===== src/rtl/layer_scheduler_pkg.sv =====
// Shared model-manager definitions: layer-table field types and the scheduler's
// state encoding, kept as plain constants so legacy code can compare against them.
package layer_scheduler_pkg;

  typedef logic [3:0]  layer_opcode;
  typedef logic [15:0] mem_handle_t;

  typedef logic [2:0] sched_state_t;
  localparam sched_state_t ST_IDLE  = 3'd0;
  localparam sched_state_t ST_FETCH = 3'd1;
  localparam sched_state_t ST_ISSUE = 3'd2;
  localparam sched_state_t ST_WAIT  = 3'd3;
  localparam sched_state_t ST_DONE  = 3'd4;

  localparam logic [4:0] MAX_LAYERS = 5'd16;

  // Oversized requests clamp to the full 16-entry table.
  function automatic logic [3:0] last_index(input logic [4:0] n);
    if (n >= MAX_LAYERS) return 4'd15;
    return n[3:0] - 4'd1;
  endfunction

endpackage


===== src/rtl/layer_scheduler.sv =====
// Layer scheduler: walks the layer table forward (then backward when training),
// issuing one compute-engine job per layer, with abort and sticky protocol errors.
module layer_scheduler
  import layer_scheduler_pkg::*;
(
  input  logic         clk,
  input  logic         rst,
  input  logic         start,
  input  logic         train,
  input  logic         abort,
  input  logic [4:0]   num_layers,
  output logic         lt_rd_en,
  output logic [3:0]   lt_idx,
  input  layer_opcode  lt_opcode,
  input  mem_handle_t  lt_scratch,
  input  mem_handle_t  lt_weight,
  input  mem_handle_t  lt_bias,
  output logic         job_valid,
  input  logic         job_ready,
  output logic [3:0]   job_layer,
  output logic         job_bwd,
  output layer_opcode  job_opcode,
  output mem_handle_t  job_scratch,
  output mem_handle_t  job_weight,
  output mem_handle_t  job_bias,
  input  logic         eng_done,
  output logic         busy,
  output logic         run_done,
  output logic         aborted,
  output logic         err
);

  sched_state_t state;
  logic [3:0]   idx;
  logic [3:0]   last_idx;
  logic         dir;
  logic         train_q;

  // Table data is held by the table between reads, so jobs are a direct pass-through.
  always_comb begin
    lt_rd_en    = (state == ST_FETCH);
    lt_idx      = idx;
    job_valid   = (state == ST_ISSUE);
    job_layer   = idx;
    job_bwd     = dir;
    job_opcode  = lt_opcode;
    job_scratch = lt_scratch;
    job_weight  = lt_weight;
    job_bias    = lt_bias;
    busy        = (state != ST_IDLE);
  end

  always_ff @(posedge clk) begin
    if (rst) begin
      state    <= ST_IDLE;
      idx      <= 4'd0;
      dir      <= 1'b0;
      train_q  <= 1'b0;
      last_idx <= 4'd0;
      err      <= 1'b0;
      run_done <= 1'b0;
      aborted  <= 1'b0;
    end else begin
      run_done <= 1'b0;
      aborted  <= 1'b0;
      if ((eng_done && state != ST_WAIT) || (start && state != ST_IDLE))
        err <= 1'b1;

      // Abort outranks every other event once a run is in flight.
      if (abort && state != ST_IDLE) begin
        state   <= ST_IDLE;
        aborted <= 1'b1;
      end else begin
        case (state)
          ST_IDLE: begin
            if (start) begin
              train_q  <= train;
              last_idx <= last_index(num_layers);
              idx      <= 4'd0;
              dir      <= 1'b0;
              if (num_layers > MAX_LAYERS) err <= 1'b1;
              state    <= (num_layers == 5'd0) ? ST_DONE : ST_FETCH;
            end
          end
          ST_FETCH: state <= ST_ISSUE;
          ST_ISSUE: if (job_ready) state <= ST_WAIT;
          ST_WAIT: begin
            // Boundary checks come before any step, so idx never wraps.
            if (eng_done) begin
              if (!dir) begin
                if (idx < last_idx) begin
                  idx   <= idx + 4'd1;
                  state <= ST_FETCH;
                end else if (train_q) begin
                  dir   <= 1'b1;
                  state <= ST_FETCH;
                end else begin
                  state <= ST_DONE;
                end
              end else if (idx > 4'd0) begin
                idx   <= idx - 4'd1;
                state <= ST_FETCH;
              end else begin
                state <= ST_DONE;
              end
            end
          end
          ST_DONE: begin
            run_done <= 1'b1;
            state    <= ST_IDLE;
          end
          default: state <= ST_IDLE;
        endcase
      end
    end
  end

endmodule


===== config.mk =====
export PLATFORM = sky130hd
export DESIGN_NAME = layer_scheduler
export DESIGN_NICKNAME = d
export VERILOG_FILES = /design/src/rtl/layer_scheduler_pkg.sv /design/src/rtl/layer_scheduler.sv
export SDC_FILE = /design/constraint.sdc
export NUM_CORES = 1
export LEC_CHECK = 0
export CORE_ASPECT_RATIO = 1.5
export CORE_MARGIN = 2
export CORE_UTILIZATION = 31
export CTS_CLUSTER_DIAMETER = 30
export CTS_CLUSTER_SIZE = 25
export DETAILED_ROUTE_END_ITERATION = 12
export PLACE_DENSITY = 0.9
export RECOVER_POWER = 100
export SETUP_SLACK_MARGIN = 0.2
export SLEW_MARGIN = 20
export SYNTH_ARGS = -nofsm -noshare
export SYNTH_HDL_FRONTEND = slang
export SYNTH_SLANG_ARGS = --single-unit
export TNS_END_PERCENT = 30

===== constraint.sdc =====
create_clock -name clk -period 2.1 [get_ports clk]
set_input_delay 0.42 -clock clk [delete_from_list [all_inputs] [get_ports clk]]
set_output_delay 0.42 -clock clk [all_outputs]
set_load 0.02 [all_outputs]

Yosys cells after proc, flatten, opt, wreduce, memory -nomap -nowiden
Cells that the tools add are included.
W data, S select, Z words.
{ "word_totals": {"reg_bits": 16, "latchBits": 0, "ramBits": 0, "mem_bits_ro": 0, "in_bits": 64, "output_inout_bits": 67, "wordCells": 74, "memories": 0} }
{ "classes": {"n_addsub": 3, "multipliers": 0, "n_div": 0, "order_cmp": 4, "eq_ne": 10, "shifts": 0, "muxes": 35, "bitwise_logic": 1, "n_reduce_logical": 13} }
{ "op_table": {"columns": ["operator", "n"], "rows": [
  ["$mux W4", 7],
  ["$mux W3", 8],
  ["$mux W1", 17],
  ["$pmux W3 S4", 1],
  ["$pmux W4 S2", 1],
  ["$sub A4 B1 Y4 const B", 2],
  ["$eq A3 B2 Y1 const B", 2],
  ["$ne A3 B3 Y1 const B", 2],
  ["$reduce_and A3 Y1", 2],
  ["$reduce_and A6 Y1", 1],
  ["$ge A5 B5 Y1 const B", 1],
  ["$gt A5 B5 Y1 const B", 1],
  ["$logic_not A5 Y1", 1],
  ["$add A4 B1 Y4 const B", 1],
  ["$gt A4 B1 Y1 const B", 1],
  ["$lt A4 B4 Y1", 1],
  ["$ne A2 B2 Y1 const B", 2],
  ["$reduce_and A4 Y1", 1],
  ["$eq A3 B1 Y1 const B", 1],
  ["$eq A3 B3 Y1 const B", 1],
  ["$logic_and A1 B1 Y1", 3],
  ["$logic_not A3 Y1", 1],
  ["$ne A3 B2 Y1 const B", 1],
  ["$reduce_bool A3 Y1", 1],
  ["other kinds (6)", 6]
]} }

Logic depth before layout (Yosys ltp)
{ "logic_depth": {"ltp_word": 8, "depth_mapped": 7, "ltp_nobuf": 7} }

Worst setup path after synthesis
No wires, ideal clock.
{ "synth_timing": {"path_type": "reg-to-reg", "from": "reg idx[1], in the netlist job_layer[1]", "to": "reg idx[3], in the netlist job_layer[3]", "setup_time_ns": 0.074, "arrival_time_ns": 2.000, "t_required_ns": 2.026, "slack_ns": 0.025, "stages_incl_launch_ff": 6, "n_path_buf": 0, "path_cell_list": "dfxtp_1 > ha_1 > a2111oi_4 > o31ai_2 > or4b_1 > a31oi_1"} }
{ "synth_via": {"elab_chain_len": 5, "word_cells_on_any_way": 12} }
{ "synth_lines": {"columns": ["item", "line_no", "rtl"], "rows": [
  ["start: declaration", "layer_scheduler.sv:34", "logic [3:0] idx;"],
  ["start signal: assignment", "layer_scheduler.sv:92", "idx <= idx + 4'd1;"],
  ["start signal: assignment", "layer_scheduler.sv:101", "idx <= idx - 4'd1;"],
  ["$add A4 B1 Y4 / $sub A4 B1 Y4 (equally long branches)", "layer_scheduler.sv:92, layer_scheduler.sv:101", null],
  ["$mux W4, on equally long branches", "layer_scheduler.sv:91, layer_scheduler.sv:100", null],
  ["$mux W4", "layer_scheduler.sv:90", "if (!dir) begin"],
  ["$mux W4", "layer_scheduler.sv:89", "if (eng_done) begin"],
  ["$pmux W4 S2", "layer_scheduler.sv:74", "case (state)"]
]} }
Several ways; a longest one is shown, not always the timed one. The select of a mux whose other input is x is not followed.
A chain may end at the register's enable or synchronous reset.

Worst setup path in the final report
{ "layout_timing": {"from": "reg last_idx[2]", "to": "reg state[0]"} }
{ "layout_via": {"elab_chain_len": 5} }
{ "layout_lines": {"columns": ["item", "line_no", "rtl"], "rows": [
  ["start: declaration", "layer_scheduler.sv:35", "logic [3:0] last_idx;"],
  ["start signal: assignment", "layer_scheduler.sv:78", "last_idx <= last_index(num_layers);"],
  ["$lt A4 B4 Y1", "layer_scheduler.sv:91", "if (idx < last_idx) begin"],
  ["$mux W3", "layer_scheduler.sv:91", null],
  ["$mux W3", "layer_scheduler.sv:90", null],
  ["$mux W3", "layer_scheduler.sv:89", null],
  ["$pmux W3 S4", "layer_scheduler.sv:74", null],
  ["end signal: assignment", "layer_scheduler.sv:82", "state <= (num_layers == 5'd0) ? ST_DONE : ST_FETCH;"],
  ["end: declaration", "layer_scheduler.sv:33", "sched_state_t state;"]
]} }
No other way between the ends. The select of a mux whose other input is x is not followed.

==> flow_summary.toml <==
[outcome]
status = "finished, final reports clean"

[sta]
rsz0062_at_grt = "true"
maxSlewViolCount = 0
hold_violations = 0
fmax_ghz = 0.5152
slew_headroom_pct = 59.79
min_period_ns = 1.941
worst_pin_slew_ns = 0.6032
fin_ws_ns = 0.1589
finClkSkew_ns = 0.002386
finalSetupViolations = 0
period_share_pct = 92.43
worst_hold_slack_ns = 0.4913

[global_routing]
grt_pass1_wl_um = 5257
grt_pass1_vias = 1078
grt_overflow_total = 0
grt_max_degree = 14
grt_usage_pct = 13.57
antenna_found_initial = 0

[place]
port_buffers = 26
place_ws_ns = -0.1918
place_hpwl_um = 2665
gp_congestion = 0.9109
placed_cell_area_um2 = 1411

[synthesis]
synth_most_common_cell = "buf_4"
synth_area_leader_cell = "buf_4"
synth_area_leaders = "buf_4, dfxtp_1, ha_1, inv_1, nor2_1"
synthCells = 169
synth_edf_count = 0
ys_seq_area_share_pct = 22.59
ys_warn_count = 0
ys_ff_latch = 16
async_flop_share_pct = 0
synth_flop_cell = "dfxtp_1"
synth_area_per_cell_um2 = 8.388
synthesis.nets = 241
netlist.area_leader.share_pct = 29.66
synth_common_cells = "buf_4, dfxtp_1, inv_1, nor2_1, nand2_1"
netlist_area_um2 = 1418
yosysUniqueCellTypes = 44

[setup_path]
cp.required_ns = 2.22
worstRegToRegCells = 7
crit_arrival_ns = 2.06
cp-end-kind = "flop"
critPathKind = "flop to flop"
reg2reg_from = "last_idx[2]$_SDFFE_PP0P_"
cp_max_fo = 4
cp-start-kind = "flop"
reg2reg_slack_ns = 0.16
startpoint = "last_idx[2]$_SDFFE_PP0P_"

[hold_path]
min_path_cells = 2
worst_hold_path_type = "flop to flop"
hold_start = "last_idx[3]$_SDFFE_PP0P_"

[route]
drt_iter0_markers = 36
vias = 1086
avgRoutedWirePerCell_um = 16.86
viasPerCell = 5.485
first_pass_iters = 4
drc = 0
ant_nets = 0
routed_wl_um = 3338

[floorplan]
die_y_um = 86.82
io_pins = 131
placementRows = 30
die_w_um = 59.22
dieArea_um2 = 5141
floorplan.initialDensity_pct = 31.74
core_area_um2 = 4467

[clock_tree]
tritoncts = "yes"
clk_pin_slew_ns = 0.07
htreeDepth = 1
numClockSinks = 16
cts.path.max_buffers = 2
insertion_delay_ns = 0.25
clock-root-buffer = "clkbuf_8"
cts_made_buffers = 3
postCtsHoldBufs = 0

[cells_and_area]
area_delta_synth_final_pct = 3.883
layout.nets = 223
drive_above_1_share_pct = 21.33
final_cell_area_um2 = 1473
diodes = 0
nFillCells = 440

[pwr]
pwr-share-clk_pct = 29.3
power_leakage_nw = 0.5969
pwr-share-comb_pct = 29.1
peakVddDrop_mv = 0.2830
swShare_pct = 31.40
p_sw_uw = 261.1
p_int_uw = 570.6
power_density_nw_per_um2 = 564.8
seq_power_share_pct = 41.6

[run]
maxCapViolCount = 0
-- kinds of logic after synthesis --
logic type                 synth area share [%]
xor gates and xnor gates                  2.472
and+or+nand+nor                           16.42
muxes                                    0.7061
DFF                                       22.60
AOI/OAI and AO/OA                         16.59
buffers and inverters                     33.63
adders and majority gates                 7.590
-- worst paths after layout --
check	endpoint
setup / recovery	state[0]$_SDFFE_PP0P_
hold / removal	last_idx[3]$_SDFFE_PP0P_
setup reg to reg	state[0]$_SDFFE_PP0P_
hold reg to reg	last_idx[3]$_SDFFE_PP0P_
-- sequential cells by signal (all words and copies together), names as in the netlist --
register,cells
aborted,1
run_done,1
err,1
last_idx,4
state,3
job_layer,4
train_q,1
job_bwd,1
-- critical path: stages, from the launching register on --
cell      delay (ns)
dfxtp_1         0.31
inv_1           0.05
ha_2            0.31
o21a_1          0.13
nor2_2          0.07
or4_4           0.41
a221oi_1        0.40
o32ai_2         0.12
-- final cells by class --
type / instances / area, µm² / share of cell area [%]
inverters: 11 / 41.29 / 2.804
multi-input cells: 82 / 673.1 / 45.71
repair buffers: 37 / 325.3 / 22.09
clock buffers: 4 / 45.04 / 3.059
well taps: 48 / 60.06 / 4.078
flip-flops and latches: 16 / 327.8 / 22.26
-- power by group through the flow --
stage	clock, mW	sequential [mW]	combinational, mW
final	0.244	0.346	0.242
after global routing	0.259	0.349	0.266
after CTS	0.240	0.344	0.249
after detailed placement	0	0.350	0.243
after global placement	0	0.348	0.236
after floorplan	0	0.342	0.298
-- per-stage QoR --
step	utilization [%]	power (mW)	cells	setup TNS (ns)
floorplan	-	0.6393	169	0
global placement	31.60	0.5847	193	-0.3909
detailed placement	31.60	0.5925	193	-0.5455
CTS	33.14	0.8335	198	0
global route	32.97	0.8742	198	0
finish	32.97	0.8317	198	0
-- routing by layer --
layer  wire (µm)  part of all wire (%)  vias up  track usage [%]
li1            -                     -      497                -
met1        1147                    34      513            13.91
met2        1684                    50       37            22.38
met3         196                   5.9       39            1.194
met4         309                   9.3        0            14.26
met5           0                     0        -                0
-- placed cells by master, fill, tap and decap left out, drive strengths merged, types with 3 or more instances in the layout --
master and count:
xor2 3, nor2 10, a21oi 4, nand2 8, nor3 6, clkdlybuf4s50 8
a311oi 3, clkbuf 7, dlygate4sd2 3, dfxtp 16, o31ai 5, buf 9
dlygate4sd3 14, inv 11, ha 7
-- what timing repair did --
item,in CTS,in global routing
endpoints found under the hold margin,0,0
buffers inserted,1,0
pin swaps,3,2
setup endpoints to repair,8,6
resized for setup,9,6
Note: power is estimated with default switching activity, not from simulation.
==> RTL edit 1 (config.mk and constraints unchanged) <==
Reset style: asynchronous (`rst`), changed in one clocked block.
--- a/src/rtl/layer_scheduler.sv
+++ b/src/rtl/layer_scheduler.sv
@@ -50,7 +50,7 @@
     busy        = (state != ST_IDLE);
   end
 
-  always_ff @(posedge clk) begin
+  always_ff @(posedge clk or posedge rst) begin
     if (rst) begin
       state    <= ST_IDLE;
       idx      <= 4'd0;
Check against the original RTL: differs if rst is asserted again (counterexample within 4 cycles, from zero or initial values and one cycle with rst high); with rst held inactive, the same outputs for 10 cycles.
==> RTL edit 1 against the unedited design <==
Synthesized cell count fell by 3.6%; utilization grew 0.97 points; cell area up 4.7%; final cell count rose by 7.6%; area after synthesis grew 3.2%; first-iteration DRC count fell by 8.3%; routed wire length is 0.69% lower; die area is 3.0% higher; sequential cell count unchanged; critical path type is now in2reg; worst setup slack got worse by 44 ps.
Power is not compared: it rests on default switching activity, and its combinational part moved more than twofold at a synthesized area within 25%.
==> RTL edit 1: results (changes against the unedited design) <==
Outcome
  – Run status: finished, final reports clean (unchanged)

Worst setup path
  – CP max-delay cell: dlygate4sd3_1 (was or4_4)
  – Worst EP arrival: 2170 ps (was 2060 ps)
  – Largest stage delay, worst path: 560 ps (was 410 ps)
  – Crit-path max FO: 3 (was 4)

Logic synthesis
  – Synth top area cells: buf_4 (29%), dfrtp_1 (27%), ha_1 (6.0%) (was buf_4 (30%), dfxtp_1 (23%), ha_1 (6.2%))
  – FFs w/ async S/R, synth: 100.0% (was 0%)
  – Top cells by count, synth: buf_4 (56), dfrtp_1 (16), inv_1 (11) (was buf_4 (56), dfxtp_1 (16), inv_1 (11))
  – Synth cell types: 42 (was 44)
  – Predominant post-synthesis flop cell: dfrtp_1 (was dfxtp_1)
  – Ys Warns: 0 (unchanged)
  – Sequential share of the synthesized area: 27.37% (was 22.59%)
  – Synthesized Nets: 235 (was 241)

Global routing
  – First-pass GRT wire length: 5.168 mm (was 5.257 mm)
  – Largest net degree at the start of global routing: 17 (was 14)
  – Gr usage total: 13.31% (was 13.57%)
  – Vias in the first global route: 1079 (was 1078)
  – Antenna violations before repair: 0 (unchanged)

Routing
  – Starting DRT DRC Count: 33 (was 36)
  – Drt total wl: 3.315 mm (was 3.338 mm)
  – DR vias: 1035 (was 1086)
  – First drt pass iteration count: 4 (unchanged)

Clocking
  – Max clock buf depth: 2 (unchanged)
  – TritonCTS Buffers: 3 (unchanged)
  – Root Driver: clkbuf_8 (unchanged)
  – Number of H-tree levels: 1 (unchanged)
  – Clk_lat worst skew: 250 ps (about the same)
  – CTS clock-pin slew for the worst setup and hold paths: around 60 ps

Pwr
  – Worst vdd ir: 304.0 µV
  – Net switching power: about 0.5 mW
  – Leak: ~0.71 nW

Placed design
  – DP HPWL: 2.637 mm (was 2.665 mm)
  – Placer Congestion: 0.8917 (was 0.9109)
  – Placed inst area: 1458 µm² (was 1411 µm²)
  – Port bufs: 26 (unchanged)
  – Pre-CTS setup slack: -247.5 ps (was -191.8 ps)

Finish
  – Fillcell total: 465 (was 440)
  – Antenna cells: 0 (unchanged)
  – Share of cells above drive strength 1: 17.45% (was 21.33%)
  – Nets: 222 (was 223)

STA
  – Max_slew headroom: 58.84% (was 59.79%)
  – Final Skew: 3.532 ps (was 2.386 ps)
RTL edit 1: cell types whose count changed in the layout (fill, tap and decap cells not counted), sizes merged, moves of 3 or more:
cell / delta
a21oi: +3
a311oi: -3
clkbuf: +4
dfrtp: +16
dfxtp: -16
o31ai: -5
RTL edit 1: cell type report:
type | count | share of cell area, %
Clock buffer | 4 | 3.571
Inverter | 11 | 2.679
Multi-Input combinational cell | 78 | 40.75
Sequential cell | 16 | 26.06
Tap cell | 64 | 5.195
Timing Repair Buffer | 40 | 21.75
RTL edit 1: timing repair:
item / in CTS / in global routing
hold endpoints to repair: 0 / 0
resized for setup: 11 / 2
buffers inserted: 5 / 0
pin swaps: 4 / 0
setup endpoints to repair: 8 / 8
RTL edit 1: worst max-delay path: cells and delay by family:
family                 cells  cell delay, ps
AND/OR/NAND/NOR            3             820
AO/OA/AOI/OAI              2             370
buffers and inverters      1             560
RTL edit 1: path summary, 6_finish.rpt:
check	from	slack, ps	end	cells past startpoint
max	abort	120	job_layer[3]	6
min	err	510	err	1
max reg2reg	job_layer[1]	160	job_layer[3]	5
min reg2reg	err	510	err	1
max in group asynchronous	rst	970	job_layer[2]	2
min in group asynchronous	rst	700	last_idx[0]	2
RTL edit 1: logic make-up (layout without fill, tap and decap cells):
logic type,after synthesis,after routing,synth area share [%]
buf+inv,69,55,32.08
simple gates,40,40,16.68
compound gates,24,24,12.58
flops,16,16,27.37
fa+ha+maj,8,8,7.356
xor+xnor,4,4,2.396
mux,2,2,1.540
RTL edit 1: power by group through the flow:
stage | sequential (mW) | clock [mW] | combinational, mW
detailed placement | 0.473 | 0 | 0.610
finish | 0.451 | 0.278 | 0.614
global route | 0.462 | 0.287 | 0.675
global placement | 0.469 | 0 | 0.599
floorplan | 0.449 | 0 | 0.549
CTS | 0.458 | 0.277 | 0.677
RTL edit 1: per-stage QoR:
step	util, %	cells	total power [mW]	hold slack [ps]
CTS	34.88	213	1.413	519.7
global placement	32.09	204	1.068	472.0
floorplan	-	163	0.9979	333.6
detailed placement	32.09	204	1.083	505.7
finish	33.94	213	1.343	507.5
global route	33.94	213	1.425	518.7
RTL edit 1: layer usage:
metal | GRT usage (%) | up-vias | wire (µm)
li1 | - | 469 | -
met1 | 11.75 | 494 | 1038
met2 | 23.91 | 43 | 1741
met3 | 4.874 | 29 | 351
met4 | 9.293 | 0 | 184
met5 | 0 | - | 0
==> RTL edit 2 (same flow settings) <==
Without the edit above. `MAX_LAYERS`: 5'd16 -> 5'd8.
--- a/src/rtl/layer_scheduler_pkg.sv
+++ b/src/rtl/layer_scheduler_pkg.sv
@@ -12,7 +12,7 @@
   localparam sched_state_t ST_WAIT  = 3'd3;
   localparam sched_state_t ST_DONE  = 3'd4;
 
-  localparam logic [4:0] MAX_LAYERS = 5'd16;
+  localparam logic [4:0] MAX_LAYERS = 5'd8;
 
   // Oversized requests clamp to the full 16-entry table.
   function automatic logic [3:0] last_index(input logic [4:0] n);
Formal check against the unedited RTL: not equivalent (a bounded check fails within 4 cycles, from zero or initial values and one cycle with rst high).
==> RTL edit 2 against the unedited design <==
Cell area fell by 3.7%; area after synthesis rose by 1.1%; non-clock buffer count fell by 3; count of clock-buffer cells in the layout shrank 1; routed wire length decreased by 8.4%; worst setup slack improved by 4.3 ps; power shrank 8.1%; synthesized cell count grew 4.1%; die area rose by 1.0%; first-iteration DRC count down 25%; final cell count rose by 1.0%; sequential cell count stayed put; critical path type unchanged; largest power group unchanged; highest routed layer unchanged.
==> RTL edit 2: results (changes against the unedited design) <==
Outcome
  – Run status: finished, final reports clean (unchanged)

Pwr
  – Leak: 0.5681 nW (was 0.5969 nW)
  – Combinational cell power: 0.190 mW (was 0.242 mW)
  – Pwr Density: 539.0 nW/µm² (was 564.8 nW/µm²)
  – Net switching power: 0.2301 mW (was 0.2611 mW)
  – Sequential power: 0.338 mW (was 0.346 mW)
  – Worst vdd ir: 301.6 µV (was 283.0 µV)

Global routing
  – Gr usage total: 12.65% (was 13.57%)
  – Largest net degree at the start of global routing: 15 (was 14)
  – First-pass GRT wire length: 4.878 mm (was 5.257 mm)
  – Most used routing layer in global routing: met2 (unchanged)
  – GR Util met1: 12.01% (was 13.91%)
  – Met2 Usage GRT: 23.18% (was 22.38%)
  – Antenna violations before repair: 0 (unchanged)
  – Vias in the first global route: 1066 (was 1078)

Logic synthesis
  – Ys Warns: 0 (unchanged)
  – Synth top area cells: buf_4 (29%), dfxtp_1 (22%), ha_1 (6.1%) (was buf_4 (30%), dfxtp_1 (23%), ha_1 (6.2%))
  – Sequential share of the synthesized area: 22.36% (was 22.59%)
  – Top cells by count, synth: buf_4 (56), dfxtp_1 (16), nor2_1 (16) (was buf_4 (56), dfxtp_1 (16), inv_1 (11))
  – Synth cell types: 45 (was 44)
  – Synthesized Nets: 248 (was 241)
  – Post-Synthesis Cells: 176 (was 169)

Routing
  – Met3 WL post-DR: 210 µm (was 196 µm)
  – DR vias: 1034 (was 1086)
  – Drt total wl: 3.058 mm (was 3.338 mm)
  – WL met1: 1.067 mm (was 1.147 mm)
  – Via density: 5.170 (was 5.485)
  – First drt pass iteration count: 4 (unchanged)
  – Starting DRT DRC Count: 27 (was 36)

Finish
  – Share of cells above drive strength 1: 16.45% (was 21.33%)
  – Nets: 226 (was 223)
  – Fillcell total: 482 (was 440)
  – Antenna cells: 0 (unchanged)
  – Final Util: 31.50% (was 32.97%)

Placed design
  – DP HPWL: 2.347 mm (was 2.665 mm)
  – Placed inst area: 1375 µm² (was 1411 µm²)
  – Placer Congestion: 0.8005 (was 0.9109)
  – Port bufs: 26 (unchanged)
  – Pre-CTS setup slack: 55.35 ps (was -191.8 ps)
  – DP Cell Count: 197 (was 193)

Worst setup path
  – FF-to-FF Start: job_layer[1] (was last_idx[2])
  – Critical path endpoint: job_layer[2] (was state[0])
  – Worst EP arrival: 2100 ps (was 2060 ps)
  – Cells on worst reg2reg path: 5 (was 7)
  – Largest stage delay, worst path: 540 ps (was 410 ps)
  – Crit-path max FO: 6 (was 4)
  – Crit-path leading delay family: simple AND/OR/NAND/NOR gates (was compound AO/OA/AOI/OAI gates)

STA
  – Max_slew headroom: 54.20% (was 59.79%)
  – Post-layout min period: 1937 ps (was 1941 ps)
  – Final Skew: 2.556 ps (was 2.386 ps)

Clocking
  – Setup Buffers After CTS: 0 (was 1)
  – CTS clock-pin slew for the worst setup and hold paths: 60 ps
  – Post-CTS Resized: 3 (was 9)
==> RTL edit 2: layout make-up <==
cell class                      count  share of cell area, %
Clock buffer                        3                  2.910
Inverter                            9                  2.381
Multi-Input combinational cell     90                  46.21
Sequential cell                    16                  23.19
Tap cell                           48                  4.233
Timing Repair Buffer               34                  21.08
==> RTL edit 2: cell families (layout without fill, tap and decap cells) <==
logic type	after synthesis	in the layout	synth area share [%]
buffers and inverters	70	46	33.10
AND/OR/NAND/NOR	48	48	18.78
AO/OA/AOI/OAI	30	30	15.63
flip-flops	16	16	22.36
adder cells (fa/ha/maj)	8	8	7.511
XOR/XNOR	2	2	1.223
multiplexers	2	2	1.397
==> RTL edit 2: how the worst min path moves through the flow <==
stage | from | end | slack [ps] | cells after the start
floorplan | last_idx[1] | last_idx[1] | 480 | 2
global placement | err | err | 470 | 2
detailed placement | err | err | 480 | 2
CTS | err | err | 500 | 2
global route | last_idx[1] | last_idx[1] | 510 | 2
finish | err | err | 480 | 2
